$ cat src/rtl/i2c_eeprom_rw_sequencer.sv
// Sequencer that alternates one EEPROM byte write (with ack-polling) and one byte read-back
// through a byte-level I2C master command/response interface.
module i2c_eeprom_rw_sequencer #(
  parameter logic [6:0]  DEV_ADDR   = 7'h50,
  parameter logic [7:0]  MEM_ADDR   = 8'h00,
  parameter int unsigned POLL_LIMIT = 255
) (
  input  logic       ICE_CLK,
  input  logic       RST,
  input  logic       trigger,
  output logic       busy,
  output logic       done,
  output logic       error,
  output logic       match,
  output logic [7:0] rd_data,
  output logic [7:0] wr_data,
  output logic       m_cmd_valid,
  input  logic       m_cmd_ready,
  output logic [2:0] m_cmd,
  output logic [7:0] m_wdata,
  input  logic       m_rsp_valid,
  input  logic [7:0] m_rsp_rdata,
  input  logic       m_rsp_nack
);

  localparam logic [2:0] CmdStart    = 3'd0;
  localparam logic [2:0] CmdWrite    = 3'd1;
  localparam logic [2:0] CmdReadNack = 3'd3;
  localparam logic [2:0] CmdStop     = 3'd4;
  localparam logic [7:0] PollLimit   = 8'(POLL_LIMIT);

  typedef enum logic [2:0] {
    StIdle, StIssue, StWait, StAbortIssue, StAbortWait, StFinish
  } state_e;
  typedef enum logic [1:0] {SeqWrite, SeqPoll, SeqRead} seq_e;

  state_e     r_state, w_next_state;
  seq_e       r_seq;
  logic [2:0] r_step;
  logic       r_op_read;
  logic [7:0] r_poll_cnt;
  logic       r_poll_nack;
  logic [7:0] r_rd_tmp, r_rd_data, r_wr_data;
  logic       r_match, r_error;

  logic [2:0] w_cmd;
  logic [7:0] w_wdata, w_wr_prev;
  logic       w_last, w_rsp, w_nack, w_abort, w_poll_fail;

  // Command table: the active sequence and step select the command to present.
  always_comb begin
    w_cmd   = CmdStop;
    w_wdata = 8'h00;
    w_last  = 1'b0;
    unique case (r_seq)
      SeqWrite: begin
        unique case (r_step)
          3'd0:    w_cmd = CmdStart;
          3'd1:    begin w_cmd = CmdWrite; w_wdata = {DEV_ADDR, 1'b0}; end
          3'd2:    begin w_cmd = CmdWrite; w_wdata = MEM_ADDR; end
          3'd3:    begin w_cmd = CmdWrite; w_wdata = r_wr_data; end
          default: w_last = 1'b1;
        endcase
      end
      SeqPoll: begin
        unique case (r_step)
          3'd0:    w_cmd = CmdStart;
          3'd1:    begin w_cmd = CmdWrite; w_wdata = {DEV_ADDR, 1'b0}; end
          default: w_last = 1'b1;
        endcase
      end
      default: begin
        unique case (r_step)
          3'd0:    w_cmd = CmdStart;
          3'd1:    begin w_cmd = CmdWrite; w_wdata = {DEV_ADDR, 1'b0}; end
          3'd2:    begin w_cmd = CmdWrite; w_wdata = MEM_ADDR; end
          3'd3:    w_cmd = CmdStart;
          3'd4:    begin w_cmd = CmdWrite; w_wdata = {DEV_ADDR, 1'b1}; end
          3'd5:    w_cmd = CmdReadNack;
          default: w_last = 1'b1;
        endcase
      end
    endcase
  end

  assign w_rsp       = (r_state == StWait) && m_rsp_valid;
  assign w_nack      = w_rsp && (w_cmd == CmdWrite) && m_rsp_nack;
  assign w_abort     = w_nack && (r_seq != SeqPoll);
  assign w_poll_fail = r_poll_nack && (r_poll_cnt == PollLimit);
  assign w_wr_prev   = r_wr_data - 8'd1;

  always_ff @(posedge ICE_CLK) begin
    if (RST) r_state <= StIdle;
    else     r_state <= w_next_state;
  end

  always_comb begin
    w_next_state = r_state;
    unique case (r_state)
      StIdle:       if (trigger) w_next_state = StIssue;
      StIssue:      if (m_cmd_ready) w_next_state = StWait;
      StWait: begin
        if (w_rsp) begin
          if (w_abort)                                      w_next_state = StAbortIssue;
          else if (!w_last || r_seq == SeqWrite)            w_next_state = StIssue;
          else if (r_seq == SeqPoll && r_poll_nack && !w_poll_fail) w_next_state = StIssue;
          else                                              w_next_state = StFinish;
        end
      end
      StAbortIssue: if (m_cmd_ready) w_next_state = StAbortWait;
      StAbortWait:  if (m_rsp_valid) w_next_state = StFinish;
      StFinish:     w_next_state = StIdle;
      default:      w_next_state = StIdle;
    endcase
  end

  always_comb begin
    busy        = (r_state == StIssue) || (r_state == StWait) ||
                  (r_state == StAbortIssue) || (r_state == StAbortWait);
    done        = (r_state == StFinish);
    m_cmd_valid = (r_state == StIssue) || (r_state == StAbortIssue);
    m_cmd       = CmdStart;
    m_wdata     = 8'h00;
    if (r_state == StIssue) begin
      m_cmd   = w_cmd;
      m_wdata = w_wdata;
    end else if (r_state == StAbortIssue) begin
      m_cmd = CmdStop;
    end
  end

  // Results are committed on the edge into StFinish so they are valid alongside done.
  always_ff @(posedge ICE_CLK) begin
    if (RST) begin
      r_seq       <= SeqWrite;
      r_step      <= 3'd0;
      r_op_read   <= 1'b0;
      r_poll_cnt  <= 8'h00;
      r_poll_nack <= 1'b0;
      r_rd_tmp    <= 8'h00;
      r_rd_data   <= 8'h00;
      r_wr_data   <= 8'h00;
      r_match     <= 1'b0;
      r_error     <= 1'b0;
    end else begin
      if (r_state == StIdle && trigger) begin
        r_error     <= 1'b0;
        r_seq       <= r_op_read ? SeqRead : SeqWrite;
        r_step      <= 3'd0;
        r_poll_cnt  <= 8'h00;
        r_poll_nack <= 1'b0;
      end
      if (w_rsp && !w_abort) begin
        if (w_nack) begin
          r_poll_nack <= 1'b1;
          r_poll_cnt  <= r_poll_cnt + 8'd1;
        end
        if (w_cmd == CmdReadNack) r_rd_tmp <= m_rsp_rdata;
        if (!w_last) begin
          r_step <= r_step + 3'd1;
        end else begin
          r_step <= 3'd0;
          unique case (r_seq)
            SeqWrite: begin
              r_seq       <= SeqPoll;
              r_poll_cnt  <= 8'h00;
              r_poll_nack <= 1'b0;
            end
            SeqPoll: begin
              r_poll_nack <= 1'b0;
              if (w_poll_fail) begin
                r_error <= 1'b1;
              end else if (!r_poll_nack) begin
                r_wr_data <= r_wr_data + 8'd1;
                r_op_read <= 1'b1;
              end
            end
            default: begin
              r_rd_data <= r_rd_tmp;
              r_match   <= (r_rd_tmp == w_wr_prev);
              r_op_read <= 1'b0;
            end
          endcase
        end
      end
      if (r_state == StAbortWait && m_rsp_valid) r_error <= 1'b1;
    end
  end

  assign error   = r_error;
  assign match   = r_match;
  assign rd_data = r_rd_data;
  assign wr_data = r_wr_data;

endmodule

$ cat config.mk
export PLATFORM = sky130hd
export DESIGN_NAME = i2c_eeprom_rw_sequencer
export DESIGN_NICKNAME = d
export VERILOG_FILES = /design/src/rtl/i2c_eeprom_rw_sequencer.sv
export SDC_FILE = /design/constraint.sdc
export NUM_CORES = 1
export LEC_CHECK = 0
export BUFFER_PORTS_ARGS = -buffer_cell sky130_fd_sc_hd__buf_2
export CORE_MARGIN = 3
export CORE_UTILIZATION = 50
export CTS_CLUSTER_SIZE = 24
export DETAILED_ROUTE_END_ITERATION = 10
export PLACE_DENSITY = 0.74
export SLEW_MARGIN = 20
export SYNTH_ARGS = -nofsm -noshare
export SYNTH_HDL_FRONTEND = slang
export SYNTH_SLANG_ARGS = --single-unit
$ cat constraint.sdc
create_clock -name ICE_CLK -period 2.2 [get_ports ICE_CLK]
set_clock_uncertainty 0.2 [all_clocks]
set_input_delay 0.11 -clock ICE_CLK [delete_from_list [all_inputs] [get_ports ICE_CLK]]
set_output_delay 0.11 -clock ICE_CLK [all_outputs]
set_load 0.005 [all_outputs]
## Word-level counts from Yosys, hierarchy flattened

Index checks and enable logic that the tools add are counted.

| storage, ports and cells | value |
|---|---|
| logic and storage cells | 127 |
| bits in registers | 44 |
| input bits | 14 |

| operators by class | value |
|---|---|
| add/sub/neg operators | 4 |
| bitwise gates (word level) | 4 |
| reductions and logical operators | 34 |
| equality and inequality tests | 23 |
| muxes and demuxes | 51 |

Operators with widths:

| cell | count |
|---|---|
| 2-to-1 mux 8 bit | 7 |
| one-hot mux 8 bit (2 select lines) | 3 |
| 2-to-1 mux 3 bit | 13 |
| one-hot mux 3 bit (2 select lines) | 3 |
| adder 8 x 1 -> 8 bit, second input constant | 2 |
| 2-to-1 mux 1 bit | 16 |
| == test 3 x 2 -> 1 bit, second input constant | 5 |
| one-hot mux 3 bit (5 select lines) | 1 |
| AND reduction 5 bit | 3 |
| inequality test 2 bit, second input constant | 7 |
| == test 3 bit, second input constant | 4 |
| logical AND 1 bit | 10 |
| 2-to-1 mux 2 bit | 5 |
| == test 3 x 1 -> 1 bit, second input constant | 3 |
| one-hot mux 3 bit (3 select lines) | 1 |
| == test 8 bit | 1 |
| == test 8 bit, second input constant | 1 |
| subtractor 8 x 1 -> 8 bit, second input constant | 1 |
| logical NOT 3 bit | 2 |
| OR reduction 2 bit | 3 |
| OR reduction 3 bit | 2 |
| OR reduction 6 bit | 1 |
| logical OR 1 bit | 5 |
| inverter 1 bit | 4 |
| other kinds (10) | 13 |

## Logic depth before layout (Yosys ltp)

Gate-level depths: netlist of run 1.

| logic depth | value |
|---|---|
| depth after elaboration | 12 |
| depth in mapped cells | 8 |
| mapped depth without buffers | 7 |

## Least setup slack after synthesis of run 1

OpenSTA, ideal clock, no wires.

| path | value |
|---|---|
| kind | register -> register |
| start point | register r_step[0] |
| end point | register r_wr_data[7], in the netlist wr_data[7] |
| data arrival time | 1920 ps |
| data required time | 1875 ps |
| setup slack | -44 ps |
| stages on the path, launching flop included | 8 |
| setup time | 125 ps |
| clock period less this slack | 2244 ps |
| path buffers | 0 |
| path through | dfxtp_1 inv_1 ha_1 o21ba_4 or4_4 nor4_1 xnor2_1 nor2_1 |

| between the ends | value |
|---|---|
| word-level cells in the longest chain between the ends | 11 |

RTL lines:

| item | RTL line | RTL |
|---|---|---|
| from (decl) | 39 | `logic [2:0] r_step;` |
| from (signal assigned) | 160 | `r_step <= r_step + 3'd1;` |
| == test 3 bit (tied with other cells) | 73 | `unique case (r_step)` |
| OR reduction 3 bit (no source line) / OR reduction 2 bit (equally long branches) | -- |  |
| one-hot mux 3 bit (3 select lines) / one-hot mux 3 bit (2 select lines) (equally long branches) | 73, 57 |  |
| one-hot mux 3 bit (2 select lines) | 55 | `unique case (r_seq)` |
| == test 3 x 1 -> 1 bit | 87 | `assign w_nack = w_rsp && (w_cmd == CmdWrite) && m_rsp_nack;` |
| logical AND 1 bit (2 in a row) | 87 |  |
| logical AND 1 bit | 88 | `assign w_abort = w_nack && (r_seq != SeqPoll);` |
| logical NOT 1 bit | 153 | `if (w_rsp && !w_abort) begin` |
| logical AND 1 bit | 153 |  |
| AND reduction 5 bit (no source line) * | -- |  |
| to (signal assigned) | 174 | `r_wr_data <= r_wr_data + 8'd1;` |
| to (decl) | 43 | `logic [7:0] r_rd_tmp, r_rd_data, r_wr_data;` |

Mark *: on every way between the ends. The rest lies on a longest branch, timed or not.
A chain may end at the register's enable or synchronous reset.

## Worst setup path after layout of run 1

| path | value |
|---|---|
| start point | register r_step[1] |
| end point | output port m_cmd[2] |

| between the ends | value |
|---|---|
| word-level cells in the longest chain between the ends | 5 |

RTL lines:

| item | RTL line | RTL |
|---|---|---|
| == test 3 bit (tied with other cells) | 73 |  |
| OR reduction 3 bit (no source line) / OR reduction 2 bit (equally long branches) | -- |  |
| one-hot mux 3 bit (3 select lines) / one-hot mux 3 bit (2 select lines) (equally long branches) | 73, 57 |  |
| one-hot mux 3 bit (2 select lines) * | 55 |  |
| 2-to-1 mux 3 bit * | 124 | `if (r_state == StIssue) begin` |
| to (decl) | 19 | `output logic [2:0] m_cmd,` |

Marked as above.

==> results of run 1 <==
## power groups by stage
stage          clock, W  combinational, W  sequential (W)
6_report       0.000481          0.000141        0.000803
5_1_grt        0.000518          0.000154        0.000804
4_1_cts        0.000488          0.000135        0.000804
3_5_place_dp          0          0.000120        0.000822
3_3_place_gp          0          0.000118        0.000822
2_1_floorplan         0         0.0000746        0.000820
## cell type report
cell class	instances	area, sq um	area share (%)
clock buffers	6	72.6	2.21
clock inverters	1	5.00	0.152
inverters	11	41.3	1.26
multi-input cells	243	1670	50.7
flip-flops and latches	44	887	27.0
well taps	67	83.8	2.55
repair buffers	80	529	16.1
## cells by family after synthesis
| family | count (synthesis) |
|---|---|
| buffers and inverters | 28 |
| flip-flops | 44 |
| multiplexers | 11 |
| AO/OA/AOI/OAI | 79 |
| adder cells (fa/ha/maj) | 8 |
| XOR/XNOR | 21 |
| AND/OR/NAND/NOR | 124 |
## cell usage after synthesis, types with 5 or more instances
cell      instances
nand4_1           5
dfxtp_1          44
a21oi_1          33
xnor2_1          15
ha_1              8
nand2_1          29
inv_1            11
nor2_1           27
mux2i_1          11
nor4_1            5
clkbuf_1          8
xor2_1            6
a211oi_1          6
o21ai_0          19
and2_1           10
nand3_1          14
or3_1             6
## metal layers
metal | up-vias | track usage (%) | routed length [um] | part of all wire, %
met5 | - | 0 | 0 | 0
met4 | 0 | 8.36 | 88 | 1.3
met3 | 9 | 3.94 | 366 | 5.4
met2 | 81 | 37.1 | 3270 | 49
met1 | 1198 | 28.0 | 3000 | 45
li1 | 1252 | - | - | -
## worst reg2reg max path, stage by stage, from the launching register on
cell and delay, ns:
dfxtp_4 0.37, inv_2 0.07, buf_6 0.10, ha_4 0.13, nor2b_1 0.12, o21ai_0 0.07
buf_4 0.16, a21o_1 0.28, or3_1 0.39, a21oi_1 0.13
## per-stage QoR
stage / worst slack [ns] / std cells / TNS (ns) / instance area [sq um] / util (%)
5_1_grt: -0.0152 / 452 / -0.0203 / 3290 / 67.8
4_1_cts: -0.00282 / 451 / -0.00282 / 3200 / 66.0
6_report: 0.0638 / 452 / 0 / 3290 / 67.8
3_5_place_dp: -0.0441 / 434 / -0.0441 / 2990 / 61.6
2_1_floorplan: 0.0334 / 315 / 0 / 2580 / -
3_3_place_gp: 0.0647 / 434 / 0 / 2990 / 61.6
## flip-flops by register name, summed over array words and instances, names as in the netlist
| signal | flops |
|---|---|
| r_poll_nack | 1 |
| error | 1 |
| r_seq | 2 |
| r_poll_cnt | 8 |
| rd_data | 8 |
| match | 1 |
| r_step | 3 |
| r_op_read | 1 |
| wr_data | 8 |
| r_rd_tmp | 8 |
| r_state | 3 |
## worst paths after layout
path / depth (start not counted) / endpoint
setup reg to reg: 9 / r_poll_cnt[3]$_SDFF_PP0_
hold reg to reg: 2 / r_poll_cnt[4]$_SDFF_PP0_
hold / removal: 4 / r_step[0]$_SDFFE_PP0P_
setup / recovery: 8 / m_cmd[2]
## timing repair
item / in CTS / in global routing
setup buffers: 0 / 1
pin swaps: 0 / 6
endpoints found under the hold margin: 10 / 0
setup endpoints to repair: 15 / 25
resized for setup: 10 / 17
hold buffers: 10 / 0
gates cloned: 0 / 0
==> reports/qor.yml, run 1 <==
ys_warn_count: 0
slew_headroom_pct: 63.5
clock-sinks: 44
synth_edf_count: 0
path_class: "reg -> out"
fin_crit_sh_pct: 97.1
yosys.cell_types.count: 54
wirelength_mm: 6.73
crit_arrival_ns: 1.83
fill_cells: 406
cap_violations: 0
r2r-start: "r_step[0]$_SDFFE_PP0P_"
yosys.area_share.adder_pct: 3.91
hp-start: "m_rsp_nack"
post-route-drc-count: 0
postRouteAntennaNets: 0
start_kind: "flop"
synthXorXnorAreaFrac_pct: 7.19
yosysTopAreaCell: "dfxtp_1"
synth_cells: 315
dieArea_sq_mm: 0.00601
ios: 46
synth_sequential_area_ratio_pct: 34.4
worstMarginPinSlew_ns: 0.543
worstHoldPathType: "in -> reg"
dieWidth_um: 77.5
place_hpwl_mm: 4.89
ir_drop_mv: 0.278
antenna_cells: 0
finalSetupViolCount: 0
required_ns: 1.89
crit_path_max_incr_delay_ns: 0.34
reg2reg_slack_ns: 0.12
initial_core_util_pct: 52.8
ys_top_cells_by_area: "dfxtp_1 34%, a21oi_1 6.5%, xnor2_1 5.1%"
clk_latency_ns: 0.30
cts_inserted_buffers: 5
wl_per_cell_um: 14.9
vias_per_cell: 5.62
outcome: "complete, no violations"
ys_seq_elements: 44
p_sw_w: 0.000347
synth-simple-area-share_pct: 26.4
synth_compound_area_share_pct: 18.6
syn_nets: 337
grt_pass1_wl_mm: 10.8
most-common-layout-cells: "45 x buf_2, 41 x dfxtp_1, 33 x a21oi_1"
synthMuxAreaShare_pct: 4.30
combPwrFrac_pct: 9.9
antenna_found_initial: 0
crit_buf_inv: 3
grt.overflow.total: 0
grt_usage_pct: 22.0
power_frac_seq_pct: 56.3
port_buffers: 45
drt_pass1_iterations: 4
synth_top_family_by_area: "simple AND/OR/NAND/NOR gates"
grt_pass1_vias: 2411
syn_area_sq_mm: 0.00256
clk_path_buf_depth: 2
async_flop_share_pct: 0
cp_cell_sequence: "inv_1, ha_2, o21ba_4, buf_4, nor2_2, and2_4, o31a_1, buf_2"
place_congestion: 0.982
syn2layout_area_growth_pct: 28.4
powerDensity_mw_per_mm2: 434
crit_start: "r_step[1]$_SDFFE_PP0P_"
grt_max_degree: 29
num_rows: 25
root_buffer: "clkbuf_8"
netlist.area_leader.share_pct: 34.4
power.total_w: 0.00143
drtIter0Drc: 135
p_leak_nw: 1.30
timing.hold.ws_ns: 0.0494
switching_share_pct: 24.3
rsz0062_at_grt: "yes"
vias: 2540
final_nets: 407
htreeDepth: 2
layout-drive-gt1-share_pct: 27.0
final_common_cell: "buf_2"
path_delay_family: "compound AO/OA/AOI/OAI gates"
die_y_um: 77.5
intPower_w: 0.00108
timing.fmax_mhz: 468
core_area_sq_mm: 0.00485
cp-end-kind: "output port"
synth-main-ff-cell: "dfxtp_1"
hold_violations: 0
clk_pin_slew_ns: 0.08
clock_power_share_pct: 33.8
syn_avg_cell_area_sq_um: 8.12
timing.final.crit_period_ns: 2.14
tritoncts: "done"
crit_fanout: 4
slowest_stage: "dfxtp_2"
drv_slew: 0
Note: power is estimated with default switching activity, not from simulation.
==> run 2: changes to the inputs <==
Settings changed: BUFFER_PORTS_ARGS -buffer_cell sky130_fd_sc_hd__buf_2 to -buffer_cell sky130_fd_sc_hd__buf_4.
==> run 2 against run 1 <==
Power rose by 4.8%; global-route usage up 0.090 points; cell count increased by 0.66%; fmax decreased by 2.4%; critical endpoint unchanged; largest cell class unchanged.
==> reports/qor.yml, run 2 (synthesized netlist as in run 1, its figures left out) <==
outcome: "complete, no violations"
initial_core_util_pct: 52.8  # unchanged
place_hpwl_mm: 4.83  # -1.3%
fill_cells: 404  # -0.49%
port_buffers: 45  # unchanged
final-instance-count-excl-fill: 455  # +0.66%
layout-drive-gt1-share_pct: 28.1  # +1.1 points
worstHoldPathType: "in -> reg"
drt_pass1_iterations: 4  # unchanged
wl_per_cell_um: 15.0  # +0.98%
met1_usage_pct: 32.4  # +4.4 points
finalSetupViolCount: 0  # unchanged
grt_max_degree: 37  # +28%
cap_violations: 0  # unchanged
dieArea_sq_mm: 0.00601  # unchanged
die_y_um: 77.5  # unchanged
core_area_sq_mm: 0.00485  # unchanged
crit_path_max_incr_delay_ns: 0.37  # +0.03 ns
clock_power_share_pct: 35.9  # +2.1 points
hp-start: "RST"
worstMarginPinSlew_ns: 0.602  # +0.0589 ns
cp-end-kind: "output port"
rsz0062_at_grt: "yes"
timing.rr.end: "wr_data[6]$_SDFFE_PP0P_"
vias: 2561  # +0.83%
clk_pin_slew_ns: 0.08  # about the same
timing.fmax_mhz: 457  # -2.4%
syn2layout_area_growth_pct: 33.2
drtIter0Drc: 165  # +22%
place_congestion: 0.913  # -7.1%
dieWidth_um: 77.5  # unchanged
min_path_cells: 2  # -2
root_buffer: "clkbuf_8"
post-route-drc-count: 0  # unchanged
powerDensity_mw_per_mm2: 438  # +1.0%
met3_usage_pct: 3.94  # unchanged
antenna_cells: 0  # unchanged
p_leak_nw: 1.29  # -0.12%
ios: 46  # unchanged
grt_busiest_layer: "met2"
r2r-start: "r_step[0]$_SDFFE_PP0P_"
slowest_stage: "dfxtp_4"
clock-sinks: 44  # unchanged
ir_drop_mv: 0.335  # +20%
required_ns: 1.89  # about the same
rr_worst_depth: 7  # -2
switching_share_pct: 24.5  # +0.15 points
clk_latency_ns: 0.30  # about the same
cts_setup_buffers: 0  # unchanged
intPower_w: 0.00113  # +4.5%
slew_headroom_pct: 59.5  # -4.0 points
cp_cell_sequence: "inv_2, buf_4, ha_2, and2b_2, nor4_4, buf_4, o31a_1, buf_4"
crit_arrival_ns: 1.88  # +0.05 ns
grt_pass1_wl_mm: 10.8  # unchanged
clk_path_buf_depth: 2  # unchanged
power.total_w: 0.00149  # +4.8%
grt_usage_pct: 22.1  # +0.090 points
grt.overflow.total: 0  # unchanged
wirelength_mm: 6.84  # +1.7%
grtUsageMet2_pct: 33.7  # -3.5 points
power_frac_seq_pct: 53.8  # -2.5 points
postRouteAntennaNets: 0  # unchanged
grt_pass1_vias: 2218  # -8.0%
timing.final.crit_period_ns: 2.19  # +0.0527 ns
antenna_found_initial: 0  # unchanged
cts_inserted_buffers: 5  # unchanged
timing.hold.ws_ns: 0.00568  # -0.0438 ns
start_kind: "flop"
most-common-layout-cells: "71 x buf_4, 42 x dfxtp_1, 30 x a21oi_1"
final_common_cell: "buf_4"
path_common_cell: "buf_4"
dpl.cell_count: 437  # +0.69%
reg2reg_slack_ns: 0.05  # -0.07 ns
path_class: "reg -> out"
drv_slew: 0  # unchanged
num_rows: 25  # unchanged
fin_area_sq_mm: 0.00341  # +3.7%
tritoncts: "done"
hold_violations: 0  # unchanged
final_nets: 409  # +0.49%
combPwrFrac_pct: 10.3  # +0.4 points
vias_per_cell: 5.63  # +0.16%
utilization_pct: 70.3  # +2.5 points
crit_buf_inv: 4  # +1
fin_crit_sh_pct: 99.5  # +2.4 points
p_sw_w: 0.000365  # +5.4%
path_delay_family: "simple AND/OR/NAND/NOR gates"
htreeDepth: 2  # unchanged
dpl_cell_area_sq_mm: 0.00312  # +4.5%
crit_fanout: 4  # unchanged
min_to: "rd_data[4]$_SDFFE_PP0P_"
-- run 2: cell count changes in the layout (fill, tap and decap cells not counted), sizes merged --
cell / previous run / this run
clkbuf: 6 / 8
buf: 70 / 72
clkinv: 1 / 0
-- run 2: worst max-delay path by stage --
stage | from | end | depth (start not counted)
global placement | r_step[0]$_SDFFE_PP0P_ | wr_data[7]$_SDFFE_PP0P_ | 7
finish | r_step[0]$_SDFFE_PP0P_ | m_cmd[2] | 8
global route | r_step[0]$_SDFFE_PP0P_ | m_cmd[2] | 8
CTS | r_step[1]$_SDFFE_PP0P_ | m_cmd[2] | 7
floorplan | r_step[0]$_SDFFE_PP0P_ | wr_data[7]$_SDFFE_PP0P_ | 7
detailed placement | r_step[0]$_SDFFE_PP0P_ | wr_data[7]$_SDFFE_PP0P_ | 7
-- run 2: routing by layer --
layer | share of wire, % | vias to the layer above | routed length (um)
met5 | 0 | - | 0
met4 | 0.61 | 0 | 42
met3 | 5.0 | 4 | 343
met2 | 48 | 68 | 3290
met1 | 46 | 1231 | 3160
li1 | - | 1258 | -
-- run 2: final cells by class --
class                           instances  area [sq um]  share of cell area (%)
Clock buffer                            8          90.1                    2.64
Inverter                               11          41.3                    1.21
Multi-Input combinational cell        243          1650                    48.5
Sequential cell                        44           886                    26.0
Tap cell                               67          83.8                    2.46
Timing Repair Buffer                   82           653                    19.2
-- run 2: metrics by stage --
step | setup slack (ns) | setup TNS, ns
finish | 0.0110 | 0
global route | -0.0563 | -0.142
CTS | -0.0170 | -0.0170
detailed placement | -0.0118 | -0.0118
global placement | 0.0637 | 0
floorplan | 0.0334 | 0
-- run 2: repair_timing --
action | in CTS | in global routing
cloned | 0 | 0
hold endpoints to repair | 10 | 0
setup endpoints to repair | 12 | 29
resized for setup | 5 | 22
hold buffers | 10 | 0
pin swaps | 0 | 4
-- run 2: power groups by stage --
stage                     combinational, W  clock, W  sequential, W
after floorplan                  0.0000746         0       0.000820
after global placement            0.000130         0       0.000822
after detailed placement          0.000132         0       0.000823
after CTS                         0.000147  0.000535       0.000804
after global routing              0.000167  0.000569       0.000804
final                             0.000153  0.000537       0.000803
==> run 3: changes to the inputs <==
Settings changed: CORE_UTILIZATION 50 to 35, MAX_ROUTING_LAYER set to met4, PLACE_DENSITY 0.74 to 0.54.
==> run 3 against run 2 <==
Critical path depth is 1 lower; first-iteration DRC count is 46% lower; combinational power hardly changed; sequential power hardly changed; clock-buffer cell count stayed put; utilization is 20 points lower; sequential cell count stayed put; non-clock buffer count is 1 higher; worst hold slack better by 0.024 ns; critical path type unchanged; largest power group unchanged; highest routed layer unchanged.
==> reports/qor.yml, run 3 (synthesized netlist as in run 1, its figures left out) <==
outcome: "complete, no violations"
place_hpwl_mm: 5.04  # +4.5%
vias_per_cell: 5.09  # -9.5%
crit_arrival_ns: 1.80  # -0.08 ns
crit_fanout: 3  # -1
finalSetupViolCount: 0  # unchanged
hp-start: "m_rsp_nack"
grt_usage_pct: 17.1  # -5.0 points
min_to: "r_step[0]$_SDFFE_PP0P_"
postRouteAntennaNets: 0  # unchanged
dpl_cell_area_sq_mm: 0.00315  # +0.92%
clk_path_buf_depth: 2  # unchanged
timing.final.crit_period_ns: 2.11  # -0.0795 ns
fin_area_sq_mm: 0.00347  # +1.9%
root_buffer: "clkbuf_8"
wirelength_mm: 6.82  # -0.29%
grt_pass1_wl_mm: 11.4  # +5.4%
layout-drive-gt1-share_pct: 27.5  # -0.59 points
ios: 46  # unchanged
core_area_sq_mm: 0.00694  # +43%
drtIter0Drc: 89  # -46%
rr_worst_depth: 9  # +2
dpl.cell_count: 465  # +6.4%
post-route-drc-count: 0  # unchanged
start_kind: "flop"
htreeDepth: 2  # unchanged
slew_headroom_pct: 52.5  # -7.0 points
clk_pin_slew_ns: 0.08  # about the same
rsz0062_at_grt: "yes"
cp-end-kind: "output port"
dieArea_sq_mm: 0.00837  # +39%
slowest_stage: "dfxtp_2"
port_buffers: 45  # unchanged
ir_drop_mv: 0.203  # -39%
vias: 2471  # -3.5%
cap_violations: 0  # unchanged
cp_cell_sequence: "buf_6, ha_4, and2b_2, nor4_4, buf_4, o31a_1, buf_4"
clk_latency_ns: 0.29  # about the same
place_congestion: 0.875  # -4.1%
utilization_pct: 50.0  # -20 points
clock-sinks: 44  # unchanged
initial_core_util_pct: 36.8  # -16 points
antenna_found_initial: 0  # unchanged
crit_path_max_incr_delay_ns: 0.34  # -0.03 ns
final_common_cell: "buf_4"
worstMarginPinSlew_ns: 0.705  # +0.104 ns
grt_pass1_vias: 2335  # +5.3%
grt_max_degree: 27  # -27%
final-instance-count-excl-fill: 485  # +6.6%
dieWidth_um: 91.5  # +18%
most-common-layout-cells: "70 x buf_4, 41 x dfxtp_1, 32 x a21oi_1"
antenna_cells: 0  # unchanged
grt.overflow.total: 0  # unchanged
syn2layout_area_growth_pct: 35.7
min_path_cells: 4  # +2
crit_buf_inv: 3  # -1
timing.hold.ws_ns: 0.0302  # +0.0245 ns
timing.fmax_mhz: 474  # +3.8%
worstHoldPathType: "in -> reg"
powerDensity_mw_per_mm2: 424  # -3.1%
wl_per_cell_um: 14.1  # -6.5%
die_y_um: 91.5  # +18%
hold_violations: 0  # unchanged
cts_inserted_buffers: 5  # unchanged
drt_pass1_iterations: 4  # unchanged
path_class: "reg -> out"
p_leak_nw: 1.32  # +2.0%
setup_tns_ns: 0  # unchanged
required_ns: 1.89  # about the same
timing.rr.end: "r_poll_cnt[3]$_SDFF_PP0_"
drv_slew: 0  # unchanged
final_nets: 410  # +0.24%
reg2reg_slack_ns: 0.13  # +0.08 ns
r2r-start: "r_step[1]$_SDFFE_PP0P_"
tritoncts: "done"
num_rows: 30  # +20%
fin_crit_sh_pct: 95.9  # -3.6 points
path_delay_family: "simple AND/OR/NAND/NOR gates"
path_common_cell: "buf_4"
## run 3: changes by cell type in the layout (fill, tap and decap cells not counted), sizes merged
cell         delta
dlygate4sd3     +1
## run 3: final cells by class
class / count / area (sq um)
Clock buffer: 8 / 90.1
Fill cell: 688 / 3470
Inverter: 11 / 41.3
Multi-Input combinational cell: 243 / 1670
Sequential cell: 44 / 885
Tap cell: 96 / 120
Timing Repair Buffer: 83 / 667
## run 3: per-layer routing
metal	GRT usage (%)	wire [um]
met5	-	0
met4	5.90	142
met3	2.73	211
met2	26.6	3160
met1	22.6	3300
## run 3: stage by stage
stage / power, W / setup WS, ns
global route: 0.00154 / -0.0378
floorplan: 0.000894 / 0.0334
detailed placement: 0.000952 / -0.0397
CTS: 0.00149 / 0.0103
global placement: 0.000952 / 0.0255
finish: 0.00147 / 0.0906
## run 3: tightest hold or removal path, stage by stage
cell and delay (ns):
buf_4 0.12, nand3_1 0.09, o2111ai_1 0.10, o21ai_0 0.07
## run 3: worst max-delay path by stage
stage	start	end	slack, ns	cells past startpoint
finish	r_step[1]$_SDFFE_PP0P_	m_cmd[2]	0.09	7
global route	r_step[1]$_SDFFE_PP0P_	m_cmd[2]	-0.04	7
CTS	r_step[1]$_SDFFE_PP0P_	m_cmd[2]	0.01	8
detailed placement	r_step[0]$_SDFFE_PP0P_	wr_data[7]$_SDFFE_PP0P_	-0.04	7
global placement	r_step[0]$_SDFFE_PP0P_	wr_data[7]$_SDFFE_PP0P_	0.03	7
floorplan	r_step[0]$_SDFFE_PP0P_	wr_data[7]$_SDFFE_PP0P_	0.03	7
## run 3: what timing repair did
action	in CTS	in global routing
pin swaps	1	4
endpoints found under the hold margin	20	0
hold buffers	11	0
buffers inserted	1	0
resized for setup	10	15
cloned	0	0
endpoints found under the setup margin	12	20
## run 3: where the power goes
| part | total (W) | switching [W] | internal (W) |
|---|---|---|---|
| Sequential | 0.000802 | 0.00000227 | 0.000799 |
| Clock | 0.000520 | 0.000264 | 0.000256 |
| Combinational | 0.000153 | 0.0000797 | 0.0000729 |
| Total | 0.00147 | 0.000345 | 0.00113 |
